<file path="config.mk">
export PLATFORM = sky130hd
export DESIGN_NAME = hamming_enc_arbiter
export DESIGN_NICKNAME = d
export VERILOG_FILES = /design/src/rtl/hamming_enc_arbiter.sv
export SDC_FILE = /design/constraint.sdc
export NUM_CORES = 1
export LEC_CHECK = 0
export BUFFER_PORTS_ARGS = -buffer_cell sky130_fd_sc_hd__buf_2
export CAP_MARGIN = 20
export CORE_UTILIZATION = 48
export CTS_CLUSTER_SIZE = 28
export DETAILED_ROUTE_END_ITERATION = 16
export MAX_ROUTING_LAYER = met4
export PLACE_DENSITY_LB_ADDON = 0.12
export SYNTH_ARGS = -nofsm -noshare
export SYNTH_HDL_FRONTEND = slang
export SYNTH_SLANG_ARGS = --single-unit
</file>
<file path="constraint.sdc">
create_clock -name clk -period 1.6 [get_ports clk]
set_input_delay 0.08 -clock clk [delete_from_list [all_inputs] [get_ports clk]]
set_output_delay 0.08 -clock clk [all_outputs]
set_load 0.01 [all_outputs]
</file>
<file path="src/rtl/hamming_enc_arbiter.sv">
// hamming_enc_arbiter: two-requester arbiter in front of a Hamming(12,8) encoder.
// One message is in flight at a time: IDLE accepts, ENC waits ENC_LAT cycles,
// OUT holds the codeword until the consumer takes it.
// Optional feature macro: HAMMING_RR_EN selects round-robin arbitration;
// without it requester 0 has fixed priority.
`timescale 1ns/1ps

module hamming_enc_arbiter #(
  parameter int ENC_LAT = 3
) (
  input  logic        clk,
  input  logic        rst,
  input  logic        req0_valid,
  input  logic [7:0]  req0_data,
  output logic        req0_ready,
  input  logic        req1_valid,
  input  logic [7:0]  req1_data,
  output logic        req1_ready,
  output logic        out_valid,
  output logic [11:0] out_data,
  output logic        out_src,
  input  logic        out_ready,
  output logic        busy
);

  typedef enum logic [1:0] {
    IDLE = 2'd0,
    ENC  = 2'd1,
    OUT  = 2'd2
  } state_t;

  localparam logic [2:0] LAT_LOAD = 3'(ENC_LAT);

  state_t      state;
  state_t      state_nxt;
  logic [2:0]  cnt;
  logic [7:0]  msg;
  logic        src_q;
  logic        gnt0;
  logic        gnt1;
  logic        accept;
  logic [11:0] codeword;

`ifdef HAMMING_RR_EN
  // last_gnt remembers who won the previous accept; 1 after reset so requester 0 wins first
  logic last_gnt;

  // Round-robin pick: a tie goes to the requester that did not win last time
  always_comb begin
    gnt0 = 1'b0;
    gnt1 = 1'b0;
    if (req0_valid && req1_valid) begin
      gnt0 = last_gnt;
      gnt1 = ~last_gnt;
    end else begin
      gnt0 = req0_valid;
      gnt1 = req1_valid;
    end
  end

  // Track the winner of every accepted request
  always_ff @(posedge clk or negedge rst) begin
    if (!rst) begin
      last_gnt <= 1'b1;
    end else if (accept) begin
      last_gnt <= gnt1;
    end
  end
`else
  // Fixed priority pick: requester 0 always wins a tie
  always_comb begin
    gnt0 = req0_valid;
    gnt1 = req1_valid & ~req0_valid;
  end
`endif

  // State register
  always_ff @(posedge clk or negedge rst) begin
    if (!rst) begin
      state <= IDLE;
    end else begin
      state <= state_nxt;
    end
  end

  // Next-state and handshake logic; readies are gated by rst so they stay low during reset
  always_comb begin
    state_nxt  = state;
    req0_ready = 1'b0;
    req1_ready = 1'b0;
    accept     = 1'b0;
    case (state)
      IDLE: begin
        if (rst && (req0_valid || req1_valid)) begin
          req0_ready = gnt0;
          req1_ready = gnt1;
          accept     = 1'b1;
          state_nxt  = ENC;
        end
      end
      ENC: begin
        if (cnt <= 3'd1) begin
          state_nxt = OUT;
        end
      end
      OUT: begin
        if (out_ready) begin
          state_nxt = IDLE;
        end
      end
      default: state_nxt = IDLE;
    endcase
  end

  // Capture the winning message and run the latency counter
  always_ff @(posedge clk or negedge rst) begin
    if (!rst) begin
      cnt   <= 3'd0;
      msg   <= 8'd0;
      src_q <= 1'b0;
    end else if (accept) begin
      msg   <= gnt1 ? req1_data : req0_data;
      src_q <= gnt1;
      cnt   <= LAT_LOAD;
    end else if (state == ENC && cnt != 3'd0) begin
      cnt <= cnt - 3'd1;
    end
  end

  // Hamming(12,8) codeword: data in non-power-of-two positions, even parity at 0,1,3,7
  always_comb begin
    codeword     = 12'd0;
    codeword[2]  = msg[0];
    codeword[4]  = msg[1];
    codeword[5]  = msg[2];
    codeword[6]  = msg[3];
    codeword[8]  = msg[4];
    codeword[9]  = msg[5];
    codeword[10] = msg[6];
    codeword[11] = msg[7];
    codeword[0]  = msg[0] ^ msg[1] ^ msg[3] ^ msg[4] ^ msg[6];
    codeword[1]  = msg[0] ^ msg[2] ^ msg[3] ^ msg[5] ^ msg[6];
    codeword[3]  = msg[1] ^ msg[2] ^ msg[3] ^ msg[7];
    codeword[7]  = msg[4] ^ msg[5] ^ msg[6] ^ msg[7];
  end

  // Output side: data and source are forced to zero outside OUT
  always_comb begin
    out_valid = (state == OUT);
    out_data  = out_valid ? codeword : 12'd0;
    out_src   = out_valid & src_q;
    busy      = (state != IDLE);
  end

endmodule

</file>
# After elaboration in Yosys (flattened, before gate mapping)
# Cells that the tools add are included.
dict set report word_totals {
  output_inout_bits 17
  inputBits 21
  ff_bits 14
}
dict set report op_classes {
  eq_ne 5
  n_reduce_logical 8
  n_addsub 1
  bitwise_logic 17
  magnitude_cmp 1
  mux 14
}
# cell n
set ops {}
lappend ops {{1-bit bitwise XOR} 14}
lappend ops {{12-bit 2-to-1 mux} 1}
lappend ops {{8-bit 2-to-1 mux} 1}
lappend ops {{1-bit 2-to-1 mux} 6}
lappend ops {{2-bit 2-to-1 mux} 3}
lappend ops {{3-bit 2-to-1 mux} 2}
lappend ops {{2-bit case mux with 3 select lines} 1}
lappend ops {{2-bit inequality test, second input constant} 2}
lappend ops {{2-bit nonzero test} 2}
lappend ops {{3-bit by 1-bit <= comparator with 1-bit output, second input constant} 1}
lappend ops {{3-bit AND reduction} 1}
lappend ops {{3-bit nonzero test} 1}
lappend ops {{3-bit by 1-bit subtractor with 3-bit output, second input constant} 1}
lappend ops {{1-bit AND} 2}
lappend ops {{2-bit by 1-bit equality test with 1-bit output, second input constant} 1}
lappend ops {{2-bit equality test, second input constant} 1}
lappend ops {{1-bit logical AND} 2}
lappend ops {{2-bit zero test} 1}
lappend ops {{2-bit by 1-bit inequality test with 1-bit output, second input constant} 1}
lappend ops {{1-bit logical OR} 1}
lappend ops {{1-bit NOT} 1}

# Longest topological paths before layout
dict set report logic_depth {
  ltp_word 5
  ltp_mapped 5
}

# Worst setup path after synthesis
# OpenSTA, ideal clock, no wires.
dict set report synth_timing {
  path_kind {register -> register}
  startpoint {reg state[0]}
  endpoint {reg msg[0]}
  path_stages_with_launch 5
  synth_period_minus_slack_ns 1.335
  path_slack_ns 0.265
  t_arrival_ns 1.210
  cell_sequence {dfrtp_1 > nor2_2 > o211a_1 > buf_4 > mux2_4}
}
dict set report synth_via {
  elab_chain_cells 2
}
# item line
set synth_lines {}
lappend synth_lines {{from (decl)} 34} ;# state_t state;
lappend synth_lines {{from (signal assigned)} 82} ;# state <= state_nxt;
lappend synth_lines {{2-bit zero test} 92} ;# case (state)
lappend synth_lines {{1-bit 2-to-1 mux} 92}
lappend synth_lines {{to (signal assigned)} 122} ;# msg <= gnt1 ? req1_data : req0_data;
lappend synth_lines {{to (decl)} 37} ;# logic [7:0] msg;
# No other way between the ends.
# A chain may end at the register's enable or synchronous reset.

# Worst setup path in the final report
dict set report layout_timing {
  startpoint {reg msg[2]}
  endpoint {out out_data[1]}
}
dict set report layout_via {
  elab_chain_cells 5
}
# item line
set layout_lines {}
lappend layout_lines {{1-bit bitwise XOR (4 in a row)} 142} ;# codeword[1] = msg[0] ^ msg[2] ^ msg[3] ^ msg[5] ^ msg[6];
lappend layout_lines {{12-bit 2-to-1 mux} 150} ;# out_data = out_valid ? codeword : 12'd0;
lappend layout_lines {{to (decl)} 20} ;# output logic [11:0] out_data,
# No other way between the ends.

==> run summary <==
For this run, the detailed router's first-pass iteration total came to 2. The tools report the global routing usage summed across all routing layers as 20.5%. From synthesis to final layout, the design area changed by 31.5%. After routing the design area is 0.00133 mm2. Clock tree synthesis selected as its root buffer the cell clkbuf_4. Summed over its instances, the top area cell type makes up 34.7% of the synthesized netlist area. The combined area of all synthesized cells was 0.00101 mm2; the worst-case register-to-register setup slack was 0.17 ns. Yosys attributes the largest share of cell area to dfrtp_1 35%, mux2_4 24%, xor2_1 5.2%, and2_1 5.0%, xnor3_1 4.5%.

Final number of hold-violating endpoints: 0. For the HPWL reported at the end of detailed placement, the log shows 1520 um. The core region is 0.00196 mm2. Critical path capture point: out_data[1]. The worst register-to-register path begins at state[1]. Of the available clock period, the critical path in the final layout requires 96.2%.

Static timing analysis puts the maximum clock frequency at 650 MHz. The flow ran to the end, and the final reports show no timing, DRC or antenna violations. The overall die height works out to 47.8 um. Once detail routing completed, the nets flagged for antenna violations numbered 0. For this configuration, the core starts out at a cell density of 51.4%. The run gives 0.00229 mm2 as the die area. The logs give 0.745 nW for the static power due to leakage and 0 for the number of inserted diodes. The number of register bits inferred by synthesis is 14. The worst setup path is launched from a flip-flop. The Yosys step of the flow raised 0 warnings.

Across all layers, the routed design uses 786 vias. Across the run, the number of max-cap violations was 0. At the end of the flow the core is filled with cells to 67.6%. From left edge to right edge, the die measures 47.8 um.

The number of antenna violations at the first check in global routing is 0. Worst reg2reg path endpoint: src_q. Gate count after technology mapping: 87.

The longest individual stage delay on the worst path was 0.42 ns; the logic depth of the worst register-to-register path was 5. For the register area share after synthesis, the log shows 34.7%. Leaving out fill and tap cells, the most frequent cells in the layout are 37 x buf_2, 16 x mux2_4, 13 x dfrtp_1, 8 x and2_1, 8 x buf_4. For this design the top-level I/O count stands at 38. The tools report the final setup violation count as 0. The final layout contains routed wiring with a total length of 2090 um. The number of global-route vias before repair is 677, and the post-route total power is 2.43 mW. The mean post-synth cell area is 11.6 um2, and the clock insertion delay at the later pin of the skew report is 0.29 ns. The tools report the largest net degree at the start of global routing as 17. The class of the most critical hold timing path was input port to flip-flop. The tools report the sum of overflow across all layers after global routing as 0.

The worst-case vdd ir drop was 0.000868 V. dfrtp_1 takes more of the synthesized area than any other cell. The detailed router finished its first iteration with 5 violations. In this run the cell area measured after placement is 0.00124 mm2.

In the routed design, unresolved DRC markers number 0. At the worst endpoint, the required time is 1.52 ns. Synthesis produced a netlist with a net count of 111. The ratio of cells with drive above 1 in the final layout works out to 51.5%. The transition time at the pin with the least slew margin is 0.298 ns, and the last weighted congestion value of the routability-driven placer is 0.813. Setup repair after global routing could not meet its margin everywhere. The top fanout value on the critical path is 2.

The number of H-tree branching levels is 1, and the number of standard-cell rows in the floorplan is 16. The worst-path cell with the longest stage delay is dfrtp_1. The type of the setup path with the least slack was flip-flop to output port. The kind of end point of the critical path is an output port.

For the number of slew-limit violations in the final report, the log shows 0. After layout, the minimum clock period comes to 1.54 ns. Final routed wire length divided by cell count: 12.8 um. For the first-pass GRT wire length, the log shows 2950 um.

The number of buffer and inverter instances along the worst setup path was 1. The critical path starts at msg[2]. In the routed layout, each cell is associated on average with a via count of 4.82. Grouping stages by cell kind, the critical path spends the most delay in XOR/XNOR gates. STA puts the critical path data arrival time at 1.46 ns. Counting buffers and inverters, the worst setup path is 4 cells deep. Clock tree synthesis inserted a total of 3 buffers.

After clock tree synthesis, the clock-pin slew on the worst setup and hold paths is 0.09 ns. The number of distinct library cells after synthesis was 28; the count of buffers inserted at the top-level ports was 37. The worst pin sits at a relative slew slack of 79.9%.

TritonCTS built the clock tree. Power per cell area: 1830 mW/mm2. The clock arrives with 0.00665 ns of skew. The longest clock path from root to sink contains 2 buffers. The number of clock sinks was 14. The library cell used most frequently in the layout, excluding fill and tap cells, is buf_2. In the final design database the tool counted 161 nets.

The signal on the critical path passes through xnor3_1, xor2_1, nor2_1, buf_2.
## routing by layer
layer,share of wire [%],GRT usage [%]
met5,0,-
met4,0,5.56
met3,5.7,8.68
met2,50,32.4
met1,44,23.7
## sequential cells by signal, summed over array words and instances, names as in the netlist
signal  flops
src_q       1
state       2
msg         8
cnt         3
## worst min path at each step
| stage | startpoint | to | cells after the start |
|---|---|---|---|
| after CTS | req1_data[6] | msg[6] | 3 |
| after global routing | req1_data[7] | msg[7] | 3 |
| final | req0_valid | cnt[0] | 3 |
| after global placement | rst | cnt[2] | 2 |
| after detailed placement | rst | src_q | 2 |
| after floorplan | rst | cnt[0] | 0 |
## cells by family (layout without fill, tap and decap cells)
logic type | after synthesis | after routing | synth area share, %
buf+inv | 9 | 58 | 4.47
compound gates | 10 | 10 | 6.82
fa+ha+maj | 3 | 3 | 3.72
simple gates | 24 | 24 | 14.0
flops | 14 | 14 | 34.7
mux | 17 | 17 | 24.8
xor+xnor | 10 | 10 | 11.4
## synthesized netlist by cell type
cell and instances:
a21oi_1 1, a31o_2 1, and2_1 8, and3_2 1
buf_4 1, buf_6 1, dfrtp_1 14, ha_1 3
inv_1 7, mux2_4 16, mux2i_1 1, nand2b_1 2
nand2b_4 1, nand3_1 1, nor2_1 7, nor2_2 1
nor2b_1 1, o211a_1 1, o211ai_1 1, o21ai_0 3
o21bai_1 1, o22ai_1 1, o311ai_0 1, or3_1 1
or4_1 1, xnor2_1 2, xnor3_1 2, xor2_1 6
## worst min-delay path, cell delays in order
cell and delay, ns:
buf_2 0.11, o211ai_1 0.12, nand3_1 0.09
## cell type report
cell class | instances | area (um2)
multi-input cells | 64 | 613
well taps | 27 | 33.8
flip-flops and latches | 14 | 352
inverters | 7 | 26.3
clock buffers | 4 | 36.3
fillers | 173 | 636
repair buffers | 47 | 265
## where the power goes
part | internal [mW] | switching [mW]
Sequential | 0.535 | 0.167
Combinational | 0.826 | 0.645
Clock | 0.139 | 0.119
Total | 1.50 | 0.931
## per-stage QoR
step	setup TNS [ns]	worst slack, ns	hold WS, ns	cells
2_1_floorplan	0	0.265	-0.216	87
3_3_place_gp	0	0.197	0.0690	153
3_5_place_dp	0	0.165	0.0703	153
4_1_cts	0	0.0110	0.131	161
5_1_grt	-0.0116	-0.0116	0.140	163
6_report	0	0.0613	0.142	163
## what timing repair did
item / 4_1_cts / 5_1_grt
buffers inserted: 2 / 2
hold endpoints to repair: 15 / 0
resized for setup: 0 / 1
hold buffers: 2 / 0
setup endpoints to repair: 1 / 2
(Power assumes the default switching activity.)
